**src/rtl/fir_pkg.sv**
```systemverilog
// Shared FIR sequencing definitions: controller state encoding and default
// geometry used by both the sequencer and the band filters.
package fir_pkg;

    typedef enum logic [1:0] {
        IDLE = 2'd0,
        SEQ  = 2'd1,
        DONE = 2'd2
    } state_t;

    localparam int unsigned FIR_TAPS  = 1021;
    localparam int unsigned FIR_DEPTH = 1024;

endpackage

```
**src/rtl/circ_ptr.sv**
```systemverilog
// Modulo-DEPTH circular address counter with synchronous load and increment.
module circ_ptr
    import fir_pkg::*;
#(
    parameter int unsigned DEPTH = FIR_DEPTH,
    parameter int unsigned PTR_W = 10
) (
    input  logic             clk,
    input  logic             rst,
    input  logic             i_load,
    input  logic [PTR_W-1:0] i_load_val,
    input  logic             i_inc,
    output logic [PTR_W-1:0] o_ptr
);

    localparam logic [PTR_W-1:0] LAST = PTR_W'(DEPTH - 1);

    logic [PTR_W-1:0] r_ptr;

    // Load wins over increment so a restart never skips the window base.
    always_ff @(posedge clk) begin
        if (rst) begin
            r_ptr <= '0;
        end else if (i_load) begin
            r_ptr <= i_load_val;
        end else if (i_inc) begin
            r_ptr <= (r_ptr == LAST) ? '0 : r_ptr + 1'b1;
        end
    end

    assign o_ptr = r_ptr;

endmodule

```
**src/rtl/fir_seq_ctrl.sv**
```systemverilog
// FIR sample-queue sequencer: tracks queue fill, and on each new sample once full
// sweeps rd_ptr over the last TAPS samples while strobing the band filters.
module fir_seq_ctrl
    import fir_pkg::*;
#(
    parameter int unsigned TAPS  = FIR_TAPS,
    parameter int unsigned DEPTH = FIR_DEPTH,
    parameter int unsigned PTR_W = 10
) (
    input  logic             clk,
    input  logic             rst,
    input  logic             wrt_smpl,
    output logic             wrt_en,
    output logic [PTR_W-1:0] wr_ptr,
    output logic [PTR_W-1:0] rd_ptr,
    output logic             sequencing,
    output logic             filt_vld,
    output logic             full,
    output logic             overrun
);

    localparam int unsigned      CNT_W    = $clog2(TAPS + 1);
    localparam logic [CNT_W-1:0] TAPS_C   = CNT_W'(TAPS);
    localparam logic [CNT_W-1:0] LAST_TAP = CNT_W'(TAPS - 1);
    localparam logic [PTR_W-1:0] LAST_PTR = PTR_W'(DEPTH - 1);

    state_t           r_state;
    logic [CNT_W-1:0] r_fill;
    logic [CNT_W-1:0] r_tap;
    logic             r_pending;
    logic             r_overrun;

    logic [CNT_W-1:0] w_fill_nxt;
    logic [PTR_W-1:0] w_wr_nxt;
    logic [PTR_W-1:0] w_rd_base;
    logic             w_can_start;
    logic             w_start;
    logic             w_queue;

    always_comb begin
        w_fill_nxt = r_fill;
        if (wrt_smpl && (r_fill != TAPS_C)) begin
            w_fill_nxt = r_fill + 1'b1;
        end
    end

    assign w_wr_nxt    = wrt_smpl ? ((wr_ptr == LAST_PTR) ? '0 : wr_ptr + 1'b1) : wr_ptr;
    // DEPTH is a power of two, so natural PTR_W wrap gives the modulo.
    assign w_rd_base   = w_wr_nxt - PTR_W'(TAPS);
    assign w_can_start = (r_state == IDLE) || (r_state == DONE);
    assign w_start     = w_can_start && ((wrt_smpl && (w_fill_nxt == TAPS_C)) || r_pending);
    assign w_queue     = wrt_smpl && !w_start && (r_state != IDLE);

    always_ff @(posedge clk) begin
        if (rst) begin
            r_state   <= IDLE;
            r_fill    <= '0;
            r_tap     <= '0;
            r_pending <= 1'b0;
            r_overrun <= 1'b0;
        end else begin
            r_fill <= w_fill_nxt;
            if (w_start) begin
                r_pending <= 1'b0;
            end else if (w_queue) begin
                r_pending <= 1'b1;
                if (r_pending) begin
                    r_overrun <= 1'b1;
                end
            end
            unique case (r_state)
                IDLE, DONE: begin
                    r_tap   <= '0;
                    r_state <= w_start ? SEQ : IDLE;
                end
                SEQ: begin
                    if (r_tap == LAST_TAP) begin
                        r_tap   <= '0;
                        r_state <= DONE;
                    end else begin
                        r_tap <= r_tap + 1'b1;
                    end
                end
                default: begin
                    r_tap   <= '0;
                    r_state <= IDLE;
                end
            endcase
        end
    end

    circ_ptr #(
        .DEPTH(DEPTH),
        .PTR_W(PTR_W)
    ) u_wr_ptr (
        .clk       (clk),
        .rst       (rst),
        .i_load    (1'b0),
        .i_load_val('0),
        .i_inc     (wrt_smpl),
        .o_ptr     (wr_ptr)
    );

    circ_ptr #(
        .DEPTH(DEPTH),
        .PTR_W(PTR_W)
    ) u_rd_ptr (
        .clk       (clk),
        .rst       (rst),
        .i_load    (w_start),
        .i_load_val(w_rd_base),
        .i_inc     (r_state == SEQ),
        .o_ptr     (rd_ptr)
    );

    assign wrt_en     = wrt_smpl;
    assign sequencing = (r_state == SEQ);
    assign filt_vld   = (r_state == DONE);
    assign full       = (r_fill == TAPS_C);
    assign overrun    = r_overrun;

endmodule

```
**config.mk**
```make
export PLATFORM = sky130hd
export DESIGN_NAME = fir_seq_ctrl
export DESIGN_NICKNAME = d
export VERILOG_FILES = /design/src/rtl/fir_pkg.sv /design/src/rtl/circ_ptr.sv /design/src/rtl/fir_seq_ctrl.sv
export SDC_FILE = /design/constraint.sdc
export NUM_CORES = 1
export LEC_CHECK = 0
export CORE_UTILIZATION = 54
export DETAILED_ROUTE_END_ITERATION = 12
export GPL_ROUTABILITY_DRIVEN = 0
export MAX_ROUTING_LAYER = met4
export PLACE_DENSITY = 0.76
export SYNTH_ARGS = -nofsm -noshare
export SYNTH_HDL_FRONTEND = slang
export SYNTH_HIERARCHICAL = 1
export SYNTH_SLANG_ARGS = --single-unit
```
**constraint.sdc**
```tcl
create_clock -name clk -period 3.5 [get_ports clk]
set_clock_uncertainty 0.2 [all_clocks]
set_input_delay 0.35 -clock clk [delete_from_list [all_inputs] [get_ports clk]]
set_output_delay 0.35 -clock clk [all_outputs]
set_load 0.005 [all_outputs]
```
# ---- After elaboration in Yosys (flattened, before gate mapping)
# Index checks and enable logic that the tools add are counted.
dict set report totals {
  reg_bits 44
  input_bits 3
  out_inout_bits 25
  word_cells 47
}
dict set report op_classes {
  n_addsub 5
  eq_ne 9
  muxes 9
  bitwise_logic 2
  n_reduce_logical 15
}
# op count
set ops {}
lappend ops {{$mux 10} 6}
lappend ops {{$eq 10x10->1 const B} 5}
lappend ops {{$add 10x1->10 const B} 4}
lappend ops {{$ne 10x10->1 const B} 1}
lappend ops {{$sub 10x10->10 const B} 1}
lappend ops {{$logic_and 1x1->1} 5}
lappend ops {{$pmux 2 s2} 1}
lappend ops {{$reduce_bool 2->1} 2}
lappend ops {{$reduce_or 2->1} 2}
lappend ops {{$reduce_and 3->1} 1}
lappend ops {{$reduce_or 3->1} 1}
lappend ops {{$eq 2x1->1 const B} 1}
lappend ops {{$eq 2x2->1 const B} 1}
lappend ops {{$logic_not 2->1} 1}
lappend ops {{$logic_or 1x1->1} 2}
lappend ops {{$mux 2} 1}
lappend ops {{$ne 2x1->1 const B} 1}
lappend ops {{$not 1->1} 2}
lappend ops {{$logic_not 1->1} 1}
lappend ops {{$mux 1} 1}

# ---- Logic depth before layout (Yosys ltp)
# Gate-level depths: netlist (run 1).
dict set report depth {
  word_depth 11
  mapped_depth 12
  depth_no_buf 12
}

# ---- Modules after synthesis
# The synthesis (run 1) kept the hierarchy.
# mod instances cells_each area_each_um2 seq_area_each_um2
set modules_own_cells {}
lappend modules_own_cells {fir_seq_ctrl 1 220 1746.7 480.5}
lappend modules_own_cells {circ_ptr 2 75 598.1 200.2}

# ---- Least setup slack after synthesis (run 1)
# Ideal clock, no wire load.
dict set report synth_path {
  path_type {reg2reg}
  startpoint {reg r_fill[1]}
  endpoint {reg u_rd_ptr.r_ptr[9] (netlist: u_rd_ptr/o_ptr[9])}
  setup_time_ps 71
  arrival_ps 2429
  required_time_ps 3229
  slack_ps 800
  path_stages_with_launch 11
  n_path_buf 0
  period_less_slack_ps 2700
  cell_sequence {dfxtp_1 -> inv_1 -> ha_1 -> and3_1 -> a2111o_1 -> a22oi_1 -> nand4b_1 -> o21ai_0 -> nand2b_1 -> o41a_1 -> a21oi_1}
}
dict set report synth_via {
  elab_chain_len 8
}
# element line_no
set synth_lines {}
lappend synth_lines {{start, declared} fir_seq_ctrl.sv:28} ;# logic [CNT_W-1:0] r_fill;
lappend synth_lines {{start signal, assigned} fir_seq_ctrl.sv:62} ;# r_fill <= w_fill_nxt;
lappend synth_lines {{parallel branches: the longest is 2 deep, another holds $add 10x1->10} -}
lappend synth_lines {{$mux 10 (*)} fir_seq_ctrl.sv:42} ;# if (wrt_smpl && (r_fill != TAPS_C)) begin
lappend synth_lines {{$eq 10x10->1 (*)} fir_seq_ctrl.sv:51} ;# assign w_start = w_can_start && ((wrt_smpl && (w_fill_nxt == TAPS_C)) || r_pending);
lappend synth_lines {{$logic_and 1x1->1 (*)} fir_seq_ctrl.sv:51}
lappend synth_lines {{$logic_or 1x1->1 (*)} fir_seq_ctrl.sv:51}
lappend synth_lines {{$logic_and 1x1->1 (*)} fir_seq_ctrl.sv:51}
lappend synth_lines {{named net w_start} fir_seq_ctrl.sv:37} ;# logic w_start;
lappend synth_lines {{$mux 10 / $reduce_bool 2->1 (equally long branches)} -}
lappend synth_lines {{end signal, assigned} circ_ptr.sv:25} ;# r_ptr <= i_load_val;
lappend synth_lines {{end signal, assigned} circ_ptr.sv:27} ;# r_ptr <= (r_ptr == LAST) ? '0 : r_ptr + 1'b1;
lappend synth_lines {{end, declared} circ_ptr.sv:18} ;# logic [PTR_W-1:0] r_ptr;
# Mark *: on every way through the listed nets, which the timed path passes.
# A chain may end at the register's enable or synchronous reset.

# ---- Worst setup path in the final report (run 1)
dict set report layout_path {
  startpoint {reg r_fill[0]}
  endpoint {reg u_rd_ptr.r_ptr[9] (netlist: u_rd_ptr/o_ptr[9])}
}
# The elaborated chain is that of the path after synthesis.

==> results of run 1 <==
## through the flow
stage / utilization / hold WS [ns] / instances
after floorplan: - / 0.2216 / 386
after detailed placement: 0.6483 / 0.2605 / 478
after global routing: 0.6662 / 0.3208 / 486
final: 0.6662 / 0.2754 / 486
after CTS: 0.6662 / 0.2821 / 486
after global placement: 0.6483 / 0.2497 / 478
## routing by layer
metal,track usage,up-vias
met5,-,-
met1,0.3266,1348
met4,0.08025,0
met2,0.4071,89
met3,0.04894,10
li1,-,1456
## sequential cells by signal, summed over array words and instances (netlist names)
register / flops
overrun: 1
r_fill: 10
r_pending: 1
r_state: 2
r_tap: 10
u_rd_ptr/o_ptr: 10
u_wr_ptr/o_ptr: 10
## cell usage after synthesis (9+ instances only)
cell type	instances
dfxtp_1	44
a21oi_1	34
nor2_1	32
nand3_1	25
nand2_1	20
nor3_1	16
inv_1	15
xnor2_1	15
xor2_1	15
and3_1	12
a211oi_1	11
nor3b_1	11
o22ai_1	11
o21ai_0	9
## final cells by class
class / count / area (um^2) / share of cell area
clock inverter: 3 / 23.77 / 0.006899
clock buffer: 5 / 68.82 / 0.01997
inverter: 15 / 56.30 / 0.01634
timing repair buffer: 37 / 345.3 / 0.1002
sequential: 44 / 880.8 / 0.2556
multi-input combinational: 312 / 1983 / 0.5755
tap: 70 / 87.58 / 0.02542
## power breakdown
group | total, W | leakage [nW] | internal, W | switching (W)
combinational | 0.000146 | 0.798 | 0.0000663 | 0.0000799
clock | 0.000328 | 0.0404 | 0.000141 | 0.000186
sequential | 0.000535 | 0.357 | 0.000510 | 0.0000248
total | 0.00101 | 1.20 | 0.000718 | 0.000291
## placed cells by master (no fill, tap or decap), types with 2 or more instances in the layout
cell type / synthesis / layout
inv_1: 15 / 15
o41a_1: 2 / 2
clkinvlp_4: 0 / 2
o21ai_0: 9 / 8
and3_1: 12 / 12
and4b_1: 2 / 2
xor2_1: 15 / 15
o2111ai_1: 2 / 2
a21oi_1: 34 / 34
o21a_1: 4 / 4
a211o_1: 2 / 2
ha_1: 8 / 8
o22ai_1: 11 / 11
nor3b_1: 11 / 11
a41oi_1: 3 / 3
clkbuf_8: 0 / 5
nand3b_1: 2 / 2
dfxtp_1: 44 / 44
a211oi_1: 11 / 11
xnor2_1: 15 / 15
and2_1: 3 / 3
conb_1: 1 / 17
o31ai_1: 2 / 2
buf_4: 4 / 10
nand2b_1: 6 / 6
nand4_1: 7 / 7
a22oi_1: 5 / 5
mux2i_1: 3 / 3
nor2b_1: 3 / 3
nor3_1: 16 / 16
nand2_1: 20 / 20
nand2_2: 2 / 2
a31oi_1: 4 / 4
clkdlybuf4s50_1: 0 / 27
nor2_1: 32 / 32
nand3_1: 25 / 25
and4_4: 2 / 2
nor4_1: 3 / 3
## repair_timing
| action | CTS | global route |
|---|---|---|
| gates resized for setup | 0 | 1 |
| buffers inserted | 0 | 0 |
| endpoints found under the setup margin | 0 | 7 |
## worst register-to-register path: stages (launching register included)
cell and delay [ns]:
dfxtp_1 0.50, ha_1 0.21, nand3_1 0.14, o31ai_2 0.43, mux2i_1 0.28, nand4b_1 0.17
o21ai_1 0.42, buf_4 0.26, inv_1 0.11, a31oi_1 0.19, o41a_1 0.16, a21oi_1 0.06
## kinds of logic after synthesis
group | Yosys count
mux | 3
simple gates | 153
fa+ha+maj | 8
buf+inv | 30
compound gates | 101
other cells | 1
flops | 44
xor+xnor | 30
## worst min path at each step
stage	start	endpoint	slack, ns	cells past startpoint
5_1_grt	overrun$_SDFFE_PP0P_	overrun$_SDFFE_PP0P_	0.32	2
2_1_floorplan	rst	r_fill[6]$_SDFF_PP0_	0.22	1
3_3_place_gp	overrun$_SDFFE_PP0P_	overrun$_SDFFE_PP0P_	0.25	2
4_1_cts	overrun$_SDFFE_PP0P_	overrun$_SDFFE_PP0P_	0.28	2
6_report	overrun$_SDFFE_PP0P_	overrun$_SDFFE_PP0P_	0.28	2
3_5_place_dp	overrun$_SDFFE_PP0P_	overrun$_SDFFE_PP0P_	0.26	2
==> metrics.md, run 1 <==
| Metric | Value |
|---|---|
| Status | `finished, final reports clean` |
| Buf/Inv on CP | `2` |
| GR Overflow Total | `0` |
| Area grow syn2layout | `17.09%` |
| I/O Pins | `28` |
| Met3 WL post-DR | `378 um` |
| Reg2reg setup slack | `0.27 ns` |
| Share of the synthesized area in the top cell type | `0.2993` |
| Cell Chain, Critical Path | `ha_1, nand3_1, o31ai_2, mux2i_1, nand4b_1, o21ai_1, buf_4, inv_1, a31oi_1, o41a_1, a21oi_1` |
| Initial Util | `0.5689` |
| Die X | `75.82 um` |
| Synthesized flop and latch total | `44` |
| Post-route cell area | `0.003446 mm^2` |
| DR WL met2 | `3236 um` |
| Pwr Total | `0.001009 W` |
| Cell family with most CP delay | `compound AO/OA/AOI/OAI gates` |
| Syn Inst Count | `370` |
| Reg2reg path depth | `11` |
| Peak Freq | `0.3092 GHz` |
| Row cnt | `26` |
| Post-Syn Area | `0.002943 mm^2` |
| Slowest cell on the critical path | `dfxtp_1` |
| Synth Area in Simple Gates | `0.2878` |
| Filler instances | `456` |
| Hold_buf cts | `0` |
| Num CTS Buffers | `5` |
| Asr flop ratio synth | `0` |
| Crit Path Category | `reg2reg` |
| Lkg Pwr | `1.195 nW` |
| Clock sinks | `44` |
| Slew headroom | `0.5411` |
| Max_cap viols | `0` |
| DRC Markers | `0` |
| Xor/xnor cell area share of the yosys netlist | `0.08929` |
| Share of cells above drive strength 1 | `0.07212` |
| Maximum vdd drop | `0.0002265 V` |
| Worst-Margin Slew | `0.6837 ns` |
| Initial antenna violation count | `0` |
| Clk_lat worst skew | `0.30 ns` |
| Slew Limit Fails | `0` |
| Total GRT Usage | `0.2559` |
| HP Class | `reg2reg` |
| TNS Setup | `0 ns` |
| Fin nets | `426` |
| Pre-CTS setup slack | `0.03564 ns` |
| First-pass GRT wire length | `11,030 um` |
| CTS H-Tree Depth | `2` |
| Post-synthesis sequential area ratio | `0.2993` |
| Final WS setup | `0.2663 ns` |
| Yosys warnings | `6` |
| Syn_area_per_cell | `7.954 um^2` |
| Startpoint types | `flop` |
| WP depth | `11` |
| CTS clk-pin slew, worst paths | `0.09 ns` |
| CTS Root Cell | `clkbuf_8` |
| Post-synth top area cell | `dfxtp_1` |
| ANT cells | `0` |
| Pwr/cell area | `292.9 mW/mm^2` |
| Worst path arrival time | `3.23 ns` |
| Critical Path Sink | `u_rd_ptr/o_ptr[9]$_SDFFE_PP0P_` |
| Reg2Reg Launch Point | `r_fill[0]$_SDFF_PP0_` |
| Port bufs | `27` |
| Pre-antenna DRT Iters | `5` |
| Slowest stage delay, CP | `0.50 ns` |
| DRT antenna net count | `0` |
| Met1 WL | `3041 um` |
| Vias in the first global route | `2,454` |
| Area after DPL | `0.003353 mm^2` |
| EDFF count, synth | `0` |
| Cell variety after synth | `58` |
| Unrepaired setup endpoints after global routing | `false` |
| Final period util | `0.9239` |
| Top_reg_cell synth | `dfxtp_1` |
| Die area | `0.005749 mm^2` |
| Clk buf depth | `2` |
| CP Capture Type | `flop` |
| Synth Area in Compound Gates | `0.2309` |
| DIE HEIGHT | `75.82 um` |
| Core area | `0.005172 mm^2` |
| CTS tree | `built` |
| Synth Area in Adders | `0.03401` |
| DP HPWL | `4883 um` |
| Final Hold Viols | `0` |
| Total wire length | `6773 um` |
| Largest net degree at the start of global routing | `21` |
| Worst-path fanout max | `11` |
| Worst EP required | `3.49 ns` |
| Routed len/inst | `13.94 um` |
| Min cycle time layout | `3.234 ns` |
| Critical Path Start | `r_fill[0]$_SDFF_PP0_` |
| Worst reg2reg path endpoint | `u_rd_ptr/o_ptr[9]$_SDFFE_PP0P_` |
| Final setup vio count | `0` |
| Synth area leaders | `dfxtp_1 30%, a21oi_1 5.8%, xnor2_1 4.5%` |
| Post-synthesis mux area share | `0.01020` |
| Drt via density | `5.973` |
| Iter 0 DRT Violations | `174` |
| Main combinational cell family by area after synthesis | `simple AND/OR/NAND/NOR gates` |
| Top sig layer | `met4` |
| DR vias | `2,903` |
Power figures use the tool's default switching activity.
==> run 2, diff against run 1 <==
ABC_AREA = 1   (was default)
CTS_CLUSTER_DIAMETER = 120   (was default)
PLACE_DENSITY = 0.77   (was 0.76)
SYNTH_HIERARCHICAL = default   (was 1)
==> metrics.md, run 2 <==
| Metric | Value |
|---|---|
| Slowest cell on the critical path | `clkdlybuf4s50_1` |
| Port bufs | `27 (unchanged)` |
| CTS tree | `built` |
| Initial Util | `0.5605 (-0.008411)` |
| Final Hold Viols | `0 (unchanged)` |
| Status | `finished, final reports clean` |
| Syn_area_per_cell | `6.521 um^2 (-18%)` |
| Worst Min Path Start | `overrun$_SDFFE_PP0P_` |
| Syn Nets | `416` |
| Worst EP required | `3.49 ns (about the same)` |
| Combinational Power Share | `0.060 (-0.085)` |
| Post-synth top area cell | `dfxtp_1` |
| Max_cap viols | `0 (unchanged)` |
| HP Class | `reg2reg` |
| Row cnt | `25 (-3.8%)` |
| DP HPWL | `4143 um (-15%)` |
| Die X | `72.02 um (-5.0%)` |
| GR Overflow Total | `0 (unchanged)` |
| Most frequent cells in the layout | `97 x nand2_1, 65 x nor2_1, 53 x inv_1` |
| Slew Limit Fails | `0 (unchanged)` |
| Clock sinks | `44 (unchanged)` |
| DRC Markers | `0 (unchanged)` |
| Final hold slack | `0.2597 ns (-0.01572 ns)` |
| Clk buf depth | `2 (unchanged)` |
| Pre-antenna DRT Iters | `4 (-1)` |
| Hold_buf cts | `0 (unchanged)` |
| Pwr/cell area | `320.0 mW/mm^2 (+9.3%)` |
| Post-Syn Area | `0.002648 mm^2 (-10%)` |
| DR vias | `2,497 (-14%)` |
| Multi-input gate area | `0.001495 mm^2 (-25%)` |
| CTS Root Cell | `clkbuf_8` |
| Share of cells above drive strength 1 | `0.06682 (-0.005295)` |
| Unrepaired setup endpoints after global routing | `false` |
| Filler instances | `422 (-7.5%)` |
| Clk_lat worst skew | `0.31 ns (about the same)` |
| Asr flop ratio synth | `0 (unchanged)` |
| Drt via density | `4.984 (-17%)` |
| Utilization after layout | `0.6509 (-0.01532)` |
| Crit Path Category | `in2reg` |
| I/O Pins | `28 (unchanged)` |
| Buf/Inv on CP | `2 (unchanged)` |
| Cell family with most CP delay | `simple AND/OR/NAND/NOR gates` |
| Core area | `0.004723 mm^2 (-8.7%)` |
| Yosys warnings | `0 (-6)` |
| Min cycle time layout | `2.777 ns (-0.4571 ns)` |
| Lkg Pwr | `1.272 nW (+6.4%)` |
| Switch share | `0.2426 (-0.04574)` |
| Post-synthesis sequential area ratio | `0.3327 (+0.03338)` |
| Cell variety after synth | `36 (-38%)` |
| Die area | `0.005187 mm^2 (-9.8%)` |
| Commonest cells post-synth | `97 x nand2_1, 65 x nor2_1, 53 x inv_1` |
| Cell Chain, Critical Path | `clkdlybuf4s50_1, inv_1, o21ai_0, nand2_1, ha_1, nor2_1, nand2_1, nor3_2, nand3_1, nand2_1, nand4_1, nand2_1, a21oi_2` |
| CTS H-Tree Depth | `2 (unchanged)` |
| Fin nets | `443 (+4.0%)` |
| Synth area leaders | `dfxtp_1 33%, nand2_1 14%, nor2_1 9.2%` |
| Num CTS Buffers | `5 (unchanged)` |
| Slowest stage delay, CP | `0.77 ns (+0.27 ns)` |
| Most common cell in the netlist | `nand2_1` |
| Register area | `880.8 um^2 (unchanged)` |
| Seq pwr share | `0.523 (-0.007)` |
| Synthesized flop and latch total | `44 (unchanged)` |
| Final setup vio count | `0 (unchanged)` |
| Int Pwr | `0.0007452 W (+3.8%)` |
| Sw Pwr | `0.0002387 W (-18%)` |
| First-pass GRT wire length | `9680 um (-12%)` |
| Syn Inst Count | `406 (+9.7%)` |
| Total wire length | `5706 um (-16%)` |
| Startpoint types | `input pin` |
| Iter 0 DRT Violations | `159 (-8.6%)` |
| ANT cells | `0 (unchanged)` |
| Clock share of power | `0.417 (+0.092)` |
| Critical Path Start | `wrt_smpl` |
| Reg2Reg Launch Point | `u_wr_ptr.o_ptr[0]$_SDFF_PP0_` |
| Final period util | `0.7933 (-0.1306)` |
| EDFF count, synth | `0 (unchanged)` |
| Total GRT Usage | `0.2412 (-0.01473)` |
| Share of the synthesized area in the top cell type | `0.3327 (+0.03338)` |
| DRT antenna net count | `0 (unchanged)` |
| Vias in the first global route | `2,253 (-8.2%)` |
| Slew headroom | `0.6633 (+0.1221)` |
| Area grow syn2layout | `16.12%` |
| Worst-path fanout max | `13 (+2)` |
| DIE HEIGHT | `72.02 um (-5.0%)` |
| Top_reg_cell synth | `dfxtp_1` |
| Largest net degree at the start of global routing | `30 (+43%)` |
| CTS clk-pin slew, worst paths | `0.09 ns (about the same)` |
| Most common cell after layout, fill and taps aside | `nand2_1` |
| Worst-Margin Slew | `0.5005 ns (-0.1833 ns)` |
| TNS Setup | `0 ns (unchanged)` |
| Maximum vdd drop | `0.0002794 V (+23%)` |
| Peak Freq | `0.3601 GHz (+16%)` |
| CP Capture Type | `flop` |
| Initial antenna violation count | `0 (unchanged)` |
| Number of post-CTS setup repair buffers | `0 (unchanged)` |
| Most used cell, CP | `nand2_1` |
| Worst path arrival time | `2.76 ns (-0.47 ns)` |
| Cts repair resizes | `0 (unchanged)` |
| Routed len/inst | `11.39 um (-18%)` |
## run 2: final timing paths
path,end,slack [ns],cells after the start
max,u_rd_ptr.o_ptr[8]$_SDFFE_PP0P_,0.72,13
min,overrun$_SDFFE_PP0P_,0.26,2
max reg2reg,u_rd_ptr.o_ptr[8]$_SDFFE_PP0P_,0.91,16
min reg2reg,overrun$_SDFFE_PP0P_,0.26,2
## run 2: layer usage
metal,GRT usage,vias up,share of wire,wire [um]
li1,-,1338,-,-
met1,0.2925,1088,0.47,2694
met2,0.4004,63,0.47,2658
met3,0.05139,8,0.045,258
met4,0.07843,0,0.016,94
met5,-,-,0,0
## run 2: kinds of logic after synthesis
| logic type | after synthesis | synth area share |
|---|---|---|
| xor gates and xnor gates | 21 | 0.06947 |
| buffers and inverters | 66 | 0.1025 |
| and+or+nand+nor | 235 | 0.3937 |
| DFF | 44 | 0.3327 |
| AOI/OAI and AO/OA | 33 | 0.06853 |
| adders and majority gates | 7 | 0.03308 |
## run 2: worst register-to-register path, cell delays in order, from the launching register on
cell     delay (ns)
dfxtp_1        0.34
ha_1           0.23
inv_1          0.06
nor2_1         0.04
nand2_1        0.10
nor2_1         0.07
o21ai_0        0.14
nand2_1        0.14
ha_1           0.26
nor2_1         0.11
nand2_1        0.10
nor3_2         0.23
nand3_1        0.12
nand2_1        0.07
nand4_1        0.11
nand2_1        0.11
a21oi_2        0.05
## run 2: area by class of cell
cell class,instances,area share
inverter,57,0.06960
sequential,44,0.2865
timing repair buffer,29,0.09280
clock buffer,5,0.02239
tap,67,0.02727
clock inverter,3,0.01506
multi-input combinational,296,0.4864
## run 2: metrics by stage
stage	cell area (um^2)	cells	setup slack, ns	power [W]
3_5_place_dp	2959	493	0.4495	0.0005847
2_1_floorplan	2648	406	1.195	0.0005666
6_report	3074	501	0.7233	0.0009839
3_3_place_gp	2959	493	0.5988	0.0005843
5_1_grt	3074	501	0.5145	0.001020
4_1_cts	3074	501	0.7652	0.0009915
## run 2: power groups by stage
stage | clock, W | combinational (W) | sequential, W
floorplan | 0 | 0.0000416 | 0.000525
global placement | 0 | 0.0000579 | 0.000526
detailed placement | 0 | 0.0000583 | 0.000526
CTS | 0.000418 | 0.0000587 | 0.000515
global route | 0.000439 | 0.0000650 | 0.000516
finish | 0.000410 | 0.0000591 | 0.000515
==> run 3, diff against run 2 <==
clock period = 2.7 ns   (was 3.5 ns; I/O delays follow)
==> metrics.md, run 3 (same netlist as run 2, synthesis figures left out) <==
| Metric | Value |
|---|---|
| DRC Markers | `0 (unchanged)` |
| Utilization after layout | `0.6758 (+0.02490)` |
| ANT cells | `0 (unchanged)` |
| I/O Pins | `28 (unchanged)` |
| CTS Root Cell | `clkbuf_8` |
| DRT antenna net count | `0 (unchanged)` |
| Drt via density | `5.117 (+2.7%)` |
| Die X | `72.02 um (unchanged)` |
| Maximum vdd drop | `0.0002519 V (-9.8%)` |
| Slew headroom | `0.6663 (+0.002989)` |
| Core area | `0.004723 mm^2 (unchanged)` |
| Critical Path Sink | `u_rd_ptr.o_ptr[8]$_SDFFE_PP0P_` |
| First-pass GRT wire length | `10,070 um (+4.1%)` |
| Pwr/cell area | `406.6 mW/mm^2 (+27%)` |
| Routed len/inst | `11.57 um (+1.6%)` |
| Initial Util | `0.5605 (unchanged)` |
| Largest net degree at the start of global routing | `29 (-3.3%)` |
| Row cnt | `25 (unchanged)` |
| Worst-Margin Slew | `0.4960 ns (-0.004442 ns)` |
| Clock sinks | `44 (unchanged)` |
| Final Hold Viols | `0 (unchanged)` |
| Clk_lat worst skew | `0.30 ns (about the same)` |
| Reg2reg setup slack | `0.17 ns (-0.74 ns)` |
| Crit Path Category | `reg2reg` |
| DR vias | `2,625 (+5.1%)` |
| Cell Chain, Critical Path | `ha_1, inv_1, nor2_1, nand2_1, nor2_2, inv_1, nand3_1, nand2_1, inv_1, ha_2, nor2_1, nand2_2, nor3_4, buf_4, nand4_1, nand4_1, nand2_1, a21oi_2` |
| DP HPWL | `4283 um (+3.4%)` |
| Worst EP required | `2.74 ns (-0.75 ns)` |
| Slew Limit Fails | `0 (unchanged)` |
| Reg2reg path depth | `18 (+2)` |
| Filler instances | `414 (-1.9%)` |
| Worst reg2reg path endpoint | `u_rd_ptr.o_ptr[8]$_SDFFE_PP0P_` |
| Total GRT Usage | `0.2496 (+0.008430)` |
| Die area | `0.005187 mm^2 (unchanged)` |
| Worst path arrival time | `2.57 ns (-0.19 ns)` |
| Num CTS Buffers | `5 (unchanged)` |
| Iter 0 DRT Violations | `212 (+33%)` |
| Most frequent cells in the layout | `96 x nand2_1, 64 x nor2_1, 53 x inv_1` |
| Slowest stage delay, CP | `0.34 ns (-0.43 ns)` |
| HP Class | `reg2reg` |
| Fin nets | `455 (+2.7%)` |
| CTS tree | `built` |
| Min cycle time layout | `2.528 ns` |
| Area after DPL | `0.003042 mm^2 (+2.8%)` |
| Port bufs | `27 (unchanged)` |
| CP Capture Type | `flop` |
| Startpoint types | `flop` |
| Clk buf depth | `2 (unchanged)` |
| Worst-path fanout max | `4 (-9)` |
| Vias in the first global route | `2,308 (+2.4%)` |
| Slowest cell on the critical path | `dfxtp_1` |
| Area grow syn2layout | `20.56%` |
| Reg2Reg Launch Point | `u_wr_ptr.o_ptr[0]$_SDFF_PP0_` |
| Post-route cell area | `0.003192 mm^2 (+3.8%)` |
| Final setup vio count | `0 (unchanged)` |
| Final period util | `0.9365` |
| CTS clk-pin slew, worst paths | `0.09 ns (about the same)` |
| Peak Freq | `0.3955 GHz` |
| Max_cap viols | `0 (unchanged)` |
| Initial antenna violation count | `0 (unchanged)` |
| TNS Setup | `0 ns (unchanged)` |
| Lkg Pwr | `1.373 nW (+7.9%)` |
| Critical Path Start | `u_wr_ptr.o_ptr[0]$_SDFF_PP0_` |
| Status | `finished, final reports clean` |
| Most common cell after layout, fill and taps aside | `nand2_1` |
| Share of cells above drive strength 1 | `0.1031 (+0.03632)` |
| CTS H-Tree Depth | `2 (unchanged)` |
| Pre-antenna DRT Iters | `5 (+1)` |
| Total wire length | `5935 um (+4.0%)` |
| Hold_buf cts | `0 (unchanged)` |
| GR Overflow Total | `0 (unchanged)` |
| DIE HEIGHT | `72.02 um (unchanged)` |
-- run 3: cell types whose count changed in the layout (fill, tap and decap cells not counted), moves of 2 or more --
cell	delta
buf_4	+12
dfxtp_2	+2
dfxtp_1	-2
o21ai_0	-3
o21ai_1	+3
-- run 3: critical path: cells and delay by family (launching register included) --
kind,cells,cell delay (ns)
AO/OA/AOI/OAI,1,0.11
adder cells (fa/ha/maj),2,0.41
buffers and inverters,4,0.33
flip-flops,1,0.34
AND/OR/NAND/NOR,11,1.10
-- run 3: layer usage --
layer | GRT usage | part of all wire | wire, um
met5 | - | 0 | 0
met4 | 0.06972 | 0.0074 | 44
met3 | 0.03889 | 0.044 | 260
met2 | 0.3920 | 0.46 | 2725
met1 | 0.3345 | 0.49 | 2904
-- run 3: area by class of cell --
type                    count  area (um^2)  area share
clock buffers               6        82.58     0.02587
clock inverters             2        38.79     0.01215
multi-input cells         296         1514      0.4743
well taps                  67        83.83     0.02626
flip-flops and latches     44        883.3      0.2768
inverters                  57        214.0     0.06703
repair buffers             41        375.4      0.1176
-- run 3: timing repair --
item | 4_1_cts | 5_1_grt
setup endpoints to repair | 0 | 10
setup buffers | 0 | 1
resized for setup | 0 | 10
-- run 3: worst min path at each step --
stage	from	endpoint	slack, ns	cells past startpoint
3_5_place_dp	overrun$_SDFFE_PP0P_	overrun$_SDFFE_PP0P_	0.24	2
3_3_place_gp	overrun$_SDFFE_PP0P_	overrun$_SDFFE_PP0P_	0.24	2
2_1_floorplan	r_tap[9]$_SDFF_PP0_	r_tap[9]$_SDFF_PP0_	0.24	2
6_report	overrun$_SDFFE_PP0P_	overrun$_SDFFE_PP0P_	0.25	2
5_1_grt	overrun$_SDFFE_PP0P_	overrun$_SDFFE_PP0P_	0.28	2
4_1_cts	overrun$_SDFFE_PP0P_	overrun$_SDFFE_PP0P_	0.25	2
-- run 3: through the flow --
step	hold WS, ns	setup WS [ns]	power [W]	std cells
final	0.2495	0.1715	0.001298	513
after global routing	0.2816	-0.03566	0.001341	513
after CTS	0.2544	0.1134	0.001306	512
after detailed placement	0.2411	0.01437	0.0007687	504
after global placement	0.2368	0.01554	0.0007679	504
after floorplan	0.2389	0.3947	0.0007345	406
-- run 3: where the power goes --
group	internal, W	leakage, nW	switching [W]
clock	0.000303	0.0614	0.000238
sequential	0.000657	0.356	0.0000111
combinational	0.0000393	0.955	0.0000496
total	0.000999	1.37	0.000299
